### src/rtl/seg7_pkg.sv
// Shared constants for the seven-segment display reader: segment patterns,
// special codes and the capture FSM state type.
package seg7_pkg;

    // Active-low patterns, bit 6 = g ... bit 0 = a
    localparam logic [6:0] PAD_0     = 7'b1000000;
    localparam logic [6:0] PAD_1     = 7'b1111001;
    localparam logic [6:0] PAD_2     = 7'b0100100;
    localparam logic [6:0] PAD_3     = 7'b0110000;
    localparam logic [6:0] PAD_4     = 7'b0011001;
    localparam logic [6:0] PAD_5     = 7'b0010010;
    localparam logic [6:0] PAD_6     = 7'b0000010;
    localparam logic [6:0] PAD_7     = 7'b1111000;
    localparam logic [6:0] PAD_8     = 7'b0000000;
    localparam logic [6:0] PAD_9     = 7'b0011000;
    localparam logic [6:0] PAD_TRACO = 7'b0111111;

    localparam logic [4:0] COD_TRACO = 5'd31;
    localparam logic [4:0] COD_INVAL = 5'd30;

    typedef enum logic [1:0] {
        OCIOSO,
        FILTRANDO,
        CAPTURADO
    } estado_t;

endpackage

### src/rtl/seg7_decod.sv
// Combinational lookup from an active-low segment pattern to a digit code.
module seg7_decod
    import seg7_pkg::*;
(
    input  logic [6:0] padrao,
    output logic [4:0] codigo
);

    always_comb begin
        case (padrao)
            PAD_0:     codigo = 5'd0;
            PAD_1:     codigo = 5'd1;
            PAD_2:     codigo = 5'd2;
            PAD_3:     codigo = 5'd3;
            PAD_4:     codigo = 5'd4;
            PAD_5:     codigo = 5'd5;
            PAD_6:     codigo = 5'd6;
            PAD_7:     codigo = 5'd7;
            PAD_8:     codigo = 5'd8;
            PAD_9:     codigo = 5'd9;
            PAD_TRACO: codigo = COD_TRACO;
            default:   codigo = COD_INVAL;
        endcase
    end

endmodule

### src/rtl/seg7_leitor.sv
// Reads a multiplexed seven-segment display bus, debounces each position and
// emits complete decoded frames. Define SEG7_LEITOR_CONTERRO_EN for the nerros counter.
module seg7_leitor
    import seg7_pkg::*;
#(
    parameter int ESTAVEL = 4,
    parameter int NDIG    = 4
) (
    input  logic              clock,
    input  logic              reset,
    input  logic [6:0]        segmentos,
    input  logic [NDIG-1:0]   anodos,
    output logic [5*NDIG-1:0] digitos,
    output logic              valido,
`ifdef SEG7_LEITOR_CONTERRO_EN
    output logic [7:0]        nerros,
`endif
    output logic              erro
);

    localparam int         IW   = (NDIG > 1) ? $clog2(NDIG) : 1;
    localparam logic [3:0] EST4 = 4'(ESTAVEL);

    logic [6:0]      seg_r, cmp_seg;
    logic [NDIG-1:0] an_r, cmp_an;
    logic [NDIG-1:0] mask, mask_prox;
    logic [3:0]      cont;
    logic [4:0]      shadow [NDIG];
    logic [4:0]      codigo;
    logic [IW-1:0]   pos_cmp;
    estado_t         estado, estado_prox;
    logic            uma_ativa, igual, estavel_prox;
    logic            carrega, incrementa, captura;

    seg7_decod u_decod (
        .padrao (cmp_seg),
        .codigo (codigo)
    );

    assign uma_ativa    = ($countones(~an_r) == 1);
    assign igual        = (an_r == cmp_an) && (seg_r == cmp_seg);
    assign estavel_prox = ((cont + 4'd1) == EST4);

    always_comb begin
        pos_cmp = '0;
        for (int unsigned i = 0; i < NDIG; i++) begin
            if (!cmp_an[i]) pos_cmp = IW'(i);
        end
    end

    always_ff @(posedge clock) begin
        if (reset) estado <= OCIOSO;
        else       estado <= estado_prox;
    end

    always_comb begin
        estado_prox = estado;
        case (estado)
            OCIOSO:    if (uma_ativa) estado_prox = FILTRANDO;
            FILTRANDO: begin
                if (igual)          estado_prox = estavel_prox ? CAPTURADO : FILTRANDO;
                else if (uma_ativa) estado_prox = FILTRANDO;
                else                estado_prox = OCIOSO;
            end
            CAPTURADO: begin
                if (an_r != cmp_an) estado_prox = uma_ativa ? FILTRANDO : OCIOSO;
            end
            default:   estado_prox = OCIOSO;
        endcase
    end

    always_comb begin
        carrega    = 1'b0;
        incrementa = 1'b0;
        captura    = 1'b0;
        case (estado)
            OCIOSO:    carrega = uma_ativa;
            FILTRANDO: begin
                if (igual) begin
                    captura    = estavel_prox;
                    incrementa = !estavel_prox;
                end else begin
                    carrega = uma_ativa;
                end
            end
            CAPTURADO: carrega = (an_r != cmp_an) && uma_ativa;
            default:   ;
        endcase
    end

    // A capture landing on the commit edge starts the next frame's mask.
    always_comb begin
        mask_prox = (&mask) ? '0 : mask;
        if (captura) mask_prox[pos_cmp] = 1'b1;
    end

    always_ff @(posedge clock) begin
        if (reset) begin
            seg_r   <= '1;
            an_r    <= '1;
            cmp_seg <= '1;
            cmp_an  <= '1;
            cont    <= '0;
            mask    <= '0;
            valido  <= 1'b0;
            erro    <= 1'b0;
            for (int unsigned i = 0; i < NDIG; i++) begin
                shadow[i]          <= COD_TRACO;
                digitos[5*i +: 5]  <= COD_TRACO;
            end
        end else begin
            seg_r  <= segmentos;
            an_r   <= anodos;
            mask   <= mask_prox;
            valido <= 1'b0;

            if (carrega) begin
                cmp_seg <= seg_r;
                cmp_an  <= an_r;
                cont    <= 4'd1;
            end else if (incrementa) begin
                cont <= cont + 4'd1;
            end else if (captura) begin
                cont <= EST4;
            end else if (estado_prox == OCIOSO) begin
                cont <= '0;
            end

            if (captura) begin
                shadow[pos_cmp] <= codigo;
                if (codigo == COD_INVAL) erro <= 1'b1;
            end

            if (&mask) begin
                valido <= 1'b1;
                for (int unsigned i = 0; i < NDIG; i++) digitos[5*i +: 5] <= shadow[i];
            end
        end
    end

`ifdef SEG7_LEITOR_CONTERRO_EN
    always_ff @(posedge clock) begin
        if (reset)
            nerros <= '0;
        else if (captura && (codigo == COD_INVAL) && (nerros != 8'hFF))
            nerros <= nerros + 8'd1;
    end
`endif

endmodule

### config.mk
export PLATFORM = sky130hd
export DESIGN_NAME = seg7_leitor
export DESIGN_NICKNAME = d
export VERILOG_FILES = /design/src/rtl/seg7_pkg.sv /design/src/rtl/seg7_decod.sv /design/src/rtl/seg7_leitor.sv
export SDC_FILE = /design/constraint.sdc
export NUM_CORES = 1
export LEC_CHECK = 0
export CAP_MARGIN = 15
export CORE_MARGIN = 1
export CORE_UTILIZATION = 50
export CTS_CLUSTER_SIZE = 8
export DETAILED_ROUTE_END_ITERATION = 8
export DONT_BUFFER_PORTS = 1
export PLACE_DENSITY = 0.66
export SYNTH_ARGS = -nofsm -noshare
export SYNTH_HDL_FRONTEND = slang
export SYNTH_SLANG_ARGS = --single-unit
### constraint.sdc
create_clock -name clock -period 8.65 [get_ports clock]
set_clock_uncertainty 0.2 [all_clocks]
set_input_delay 1.73 -clock clock [delete_from_list [all_inputs] [get_ports clock]]
set_output_delay 1.73 -clock clock [all_outputs]
set_load 0.01 [all_outputs]
==> results of run 1 <==
-- kinds of logic after synthesis --
logic type               Yosys count  share of synthesized area
AO/OA/AOI/OAI                     47                     0.0995
XOR/XNOR                          13                     0.0552
adder cells (fa/ha/maj)            4                     0.0179
buffers and inverters             36                     0.0583
flip-flops                        74                      0.522
multiplexers                       1                    0.00311
AND/OR/NAND/NOR                  154                      0.244
-- synth_stat cells, types with 8 or more instances --
library cell   n  area, µm²
a31oi_1       10       62.6
clkbuf_1      12       45.0
dfxtp_1       54       1080
edfxtp_1      20        601
inv_1         15       56.3
nand2_1       67        251
nand3_1       26        130
nand4_1        8       50.1
nor2_1         8       30.0
o21ai_0       14       70.1
or2_2         14       87.6
xnor2_1        9       78.8
-- registers in the layout (all words and copies together) (netlist names) --
register  flops
digitos      20
shadow       20
cmp_seg       7
seg_r         7
an_r          4
cmp_an        4
cont          4
mask          4
estado        2
erro          1
valido        1
-- power by group through the flow --
stage	sequential, mW	clock, mW	combinational, mW
after CTS	0.403	0.284	0.103
after detailed placement	0.411	0	0.103
after global placement	0.411	0	0.100
final	0.403	0.278	0.103
after global routing	0.407	0.294	0.115
after floorplan	0.388	0	0.120
-- critical path: cells and delay by family, from the launching register on --
family	cells	cell delay [ns]
adder cells (fa/ha/maj)	3	0.96
AND/OR/NAND/NOR	2	1.00
buffers and inverters	1	0.04
flip-flops	1	0.35
AO/OA/AOI/OAI	2	0.90
-- cell usage in the layout, fill, tap and decap left out, types with 2 or more instances in the layout --
master,instances
a31oi_1,10
nor3b_1,2
nor3_1,4
xnor2_1,9
edfxtp_1,20
or2_2,14
xnor2_4,3
inv_6,3
a211oi_1,2
dfxtp_1,54
and3_1,4
and2_1,2
a31o_2,2
nor2b_1,5
a21oi_1,7
nor2_1,8
nand4_2,2
and4_1,2
nand2_1,67
inv_1,15
a21o_1,4
clkbuf_8,9
o31ai_1,2
nand3_1,26
o21ai_0,14
ha_1,3
nand4_1,8
-- through the flow --
step	hold WS (ns)	worst slack (ns)	util
finish	0.257	5.05	0.560
global route	0.282	4.84	0.560
CTS	0.259	5.08	0.560
detailed placement	0.240	5.08	0.526
global placement	0.242	5.19	0.526
floorplan	0.233	5.70	-
-- worst max path at each step --
| stage | startpoint | cells past startpoint | slack [ns] | endpoint |
|---|---|---|---|---|
| 2_1_floorplan | reset | 5 | 5.70 | shadow[0][3] |
| 3_3_place_gp | an_r[0] | 8 | 5.19 | cmp_an[0] |
| 3_5_place_dp | an_r[0] | 8 | 5.08 | cmp_seg[0] |
| 4_1_cts | an_r[0] | 8 | 5.08 | cmp_seg[0] |
| 5_1_grt | an_r[0] | 8 | 4.84 | cmp_seg[0] |
| 6_report | an_r[0] | 8 | 5.05 | cmp_seg[0] |
-- metal layers --
metal / share of wire / vias to the layer above / GRT usage
li1: - / 1117 / -
met1: 0.45 / 1011 / 0.208
met2: 0.49 / 56 / 0.317
met3: 0.050 / 9 / 0.0604
met4: 0.017 / 0 / 0.0912
met5: 0 / - / 0
-- area by class of cell --
cell class              instances  area, µm²  share of cell area
clock buffers                   9        124              0.0365
clock inverters                 7       83.8              0.0247
inverters                      16       60.1              0.0177
multi-input cells             219       1350               0.398
flip-flops and latches         74       1680               0.496
well taps                      75       93.8              0.0277
==> impl_metrics.ini, run 1 <==
[outcome]
status = completed

[cts]
clk_latency_ns = 0.35
cts_tree = yes
clk_path_buf_depth = 2
postCtsResizedCells = 0
cts.sinks = 74
cts_buffers = 9
cts_setup_buffers = 0
holdBufCountCts = 0
htreeDepth = 3
cts_root_buf = clkbuf_8
path_clk_slew_ns = 0.09

[sta]
period_minus_slack_ns = 3.60
post-route-period-util = 0.416
rsz0062_at_grt = no
slew_viol_final = 0
tightest_slew_ns = 0.923
hold_viol_final = 0
finalSetupTns_ns = 0
relSlewSlack = 0.384
fmax_ghz = 0.278
finalSetupViolCount = 0

[critical_path]
required_ns = 8.66
critical_path.max_stage_delay_ns = 0.74
critPathArrivalTime_ns = 3.61
start_kind = register
cp_max_fo = 13
crit_path_end_kind = register
path_cells = fa_1 -> inv_1 -> ha_1 -> ha_1 -> or3b_2 -> o2bb2ai_1 -> and2_1 -> o21ai_0
r2r_end = cmp_seg[0]
cp_slowest_cell = o2bb2ai_1
rr_worst_depth = 8
path_common_cell = ha_1
r2r_start = an_r[0]
reg2reg_slack_ns = 5.05
criticalPathCategory = register to register

[floorplan]
rows = 28
pin_count = 35
die_h_um = 82.2
dieArea_um2 = 6760
start_util = 0.531
die_w_um = 82.2
core-area_um2 = 6060

[power]
power_switching_mw = 0.227
power.internal_mw = 0.557
pwr-share-comb = 0.131
switching_share = 0.290
power_leakage_nw = 1.32
ir_drop_uv = 151
pwr-share-clk = 0.355
p_per_area_nw_per_um2 = 231
pwr-share-seq = 0.514
total_power_mw = 0.784

[layout]
syn_to_final_growth_pct = 5.40
diodes = 0
drive_above_1_share = 0.138
nets = 337
final_cell_area_um2 = 3390
fin_cells = 400
num-fill-cells = 555

[logic_synthesis]
yosysUniqueCellTypes = 48
synth-seq-cells = 74
syn_avg_cell_area_um2 = 9.79
synth_top_flop_cell = dfxtp_1
syn_inst = 329
synth_edf_count = 20
syn_area_um2 = 3220
yosysSeqAreaShare = 0.522
yosys_warnings = 0
synth_nets = 346
ys_async_sr_fraction = 0

[hold_path]
worstHoldEndpoint = digitos[16]
min_path_cells = 2
min_path_type = register to register
hold_path.startpoint = shadow[3][1]

[place]
dp_cells = 384
placed_cell_area_um2 = 3190
port_buffers = 0
globalplace.congestion = 0.827
hpwlAfterDp_um = 4040

[routing]
drc = 0
drtAntennaViolNets = 0
routed_wl_um = 5600
drt_iter0_drc = 76
first_pass_iters = 4
vias = 2193
vias_per_cell = 5.48
wire_per_inst_um = 14.0

[global_routing]
gr-total-overflow = 0
grt_first_pass_wirelength_um = 9100
grt_start_max_net_pins = 36
antenna_found_initial = 0
grt_pass1_vias = 1989
track_usage = 0.186

[run]
cap_violations = 0
Power figures use the tool's default switching activity.
==> inputs of run 2 (changes only) <==
==> constraint.sdc (replaced) <==
create_clock -name clock -period 3.4 [get_ports clock]
set_clock_uncertainty 0.2 [all_clocks]
set_input_delay 0.68 -clock clock [delete_from_list [all_inputs] [get_ports clock]]
set_output_delay 0.68 -clock clock [all_outputs]
set_load 0.01 [all_outputs]
==> run 2 against run 1 <==
Core utilization rose by 0.83 points; via count decreased by 0.27%; largest cell class unchanged; die area stayed put; sequential power grew to 2.6 times the previous value; sequential share of layout area shrank 0.72 points; global-route usage is 0.057 points higher; total power rose to 2.7 times the previous value; critical path type unchanged; critical path depth grew 1; clock power increased to 2.8 times the previous value; setup slack worse by 4.7 ns.
==> impl_metrics.ini, run 2 (synthesis results as in run 1) <==
[critical_path]
cp_num_buf_inv = 1
crit_path_end_kind = register
start_kind = register
criticalPathCategory = register to register
worstSetupStartpoint = an_r[0]
critPathArrivalTime_ns = 3.03
crit_family = simple AND/OR/NAND/NOR gates
path_cells = fa_1 -> inv_1 -> ha_1 -> ha_1 -> or3b_2 -> nor2_1 -> o2bb2ai_1 -> and2_1 -> o21ai_0
r2r_start = an_r[0]
path_common_cell = ha_1
critical_path.max_stage_delay_ns = 0.54
required_ns = 3.41
cp_max_fo = 13
cp_slowest_cell = fa_1

[cts]
postCtsResizedCells = 0
path_clk_slew_ns = 0.07
cts_buffers = 9
cts_root_buf = clkbuf_8
clk_path_buf_depth = 2
holdBufCountCts = 0
htreeDepth = 3
cts.sinks = 74
cts_tree = yes
clk_latency_ns = 0.34
cts_setup_buffers = 0

[layout]
mostFrequentLayoutCells = nand2_1 (67), dfxtp_1 (54), nand3_1 (26), edfxtp_1 (20), inv_1 (15)
syn_to_final_growth_pct = 6.96
final_cell_area_um2 = 3440
diodes = 0
fin_util = 0.568
nets = 340
final_common_cell = nand2_1
reg_top3 = digitos: 20 flops, shadow: 20 flops
drive_above_1_share = 0.143
fin_cells = 403

[run]
cap_violations = 0

[outcome]
status = completed

[floorplan]
core-area_um2 = 6060
dieArea_um2 = 6760
pin_count = 35
die_h_um = 82.2
rows = 28
die_w_um = 82.2
start_util = 0.531

[place]
preCtsSetupSlack_ns = 0.410
placed_cell_area_um2 = 3210
dp_cells = 387
hpwlAfterDp_um = 3970
globalplace.congestion = 0.798
port_buffers = 0

[sta]
slew_viol_final = 0
post-route-period-util = 0.890
fmax_ghz = 0.331
finalSetupViolCount = 0
period_minus_slack_ns = 3.03
setup_ws_ns = 0.375
tightest_slew_ns = 0.900
hold_viol_final = 0
relSlewSlack = 0.398
finalSetupTns_ns = 0
rsz0062_at_grt = no

[routing]
drtAntennaViolNets = 0
drc = 0
wire_per_inst_um = 14.1
vias = 2187
routed_wl_um = 5680
drt_iter0_drc = 169
vias_per_cell = 5.43
first_pass_iters = 4

[hold_path]
min_path_type = input port to register
hold_path.startpoint = reset

[power]
p_per_area_nw_per_um2 = 604
ir_drop_uv = 388
power_leakage_nw = 1.35

[global_routing]
track_usage = 0.186
grt_pass1_vias = 1935
grt_start_max_net_pins = 36
gr-total-overflow = 0
grt_first_pass_wirelength_um = 9220
antenna_found_initial = 0
## run 2: cell types whose count changed in the layout (fill, tap and decap cells not counted)
cell        delta
buf_4          +3
inv_6          -2
bufinv_16      +1
clkbuf_1       +1
clkbuf_16      +1
clkinv_2       +1
clkinvlp_4     -1
inv_8          -1
## run 2: layout make-up
type,instances,area (µm²)
fill,533,2620
sequential,74,1680
multi-input combinational,219,1350
clock buffer,11,153
tap,75,93.8
clock inverter,5,82.6
inverter,16,60.1
timing repair buffer,3,22.5
## run 2: path summary, 6_finish.rpt
| kind | endpoint | slack (ns) | cells past startpoint |
|---|---|---|---|
| hold / removal | mask[2] | 0.20 | 1 |
| setup / recovery | cmp_seg[5] | 0.37 | 9 |
| setup reg to reg | cmp_seg[5] | 0.37 | 9 |
| hold reg to reg | digitos[11] | 0.25 | 2 |
## run 2: metal layers
metal / GRT usage / wire, µm / up-vias
met4: 0.0632 / 75 / 0
met1: 0.236 / 2740 / 1005
met5: 0 / 0 / -
li1: - / - / 1120
met3: 0.0626 / 255 / 6
met2: 0.297 / 2610 / 56
## run 2: worst register-to-register path, stage by stage, from the launching register on
cell       delay (ns)
dfxtp_1          0.35
fa_1             0.54
inv_1            0.05
ha_1             0.17
ha_1             0.26
or3b_2           0.49
nor2_1           0.13
o2bb2ai_1        0.15
and2_1           0.42
o21ai_0          0.13
## run 2: metrics by stage
step	total power, mW	hold WS, ns
final	2.08	0.200
after global routing	2.17	0.172
after CTS	2.10	0.182
after detailed placement	1.32	0.242
after global placement	1.31	0.241
after floorplan	1.29	0.233
## run 2: power by group
group	internal (mW)	switching, mW
Sequential	0.944	0.0824
Clock	0.461	0.322
Combinational	0.127	0.143
Total	1.53	0.547
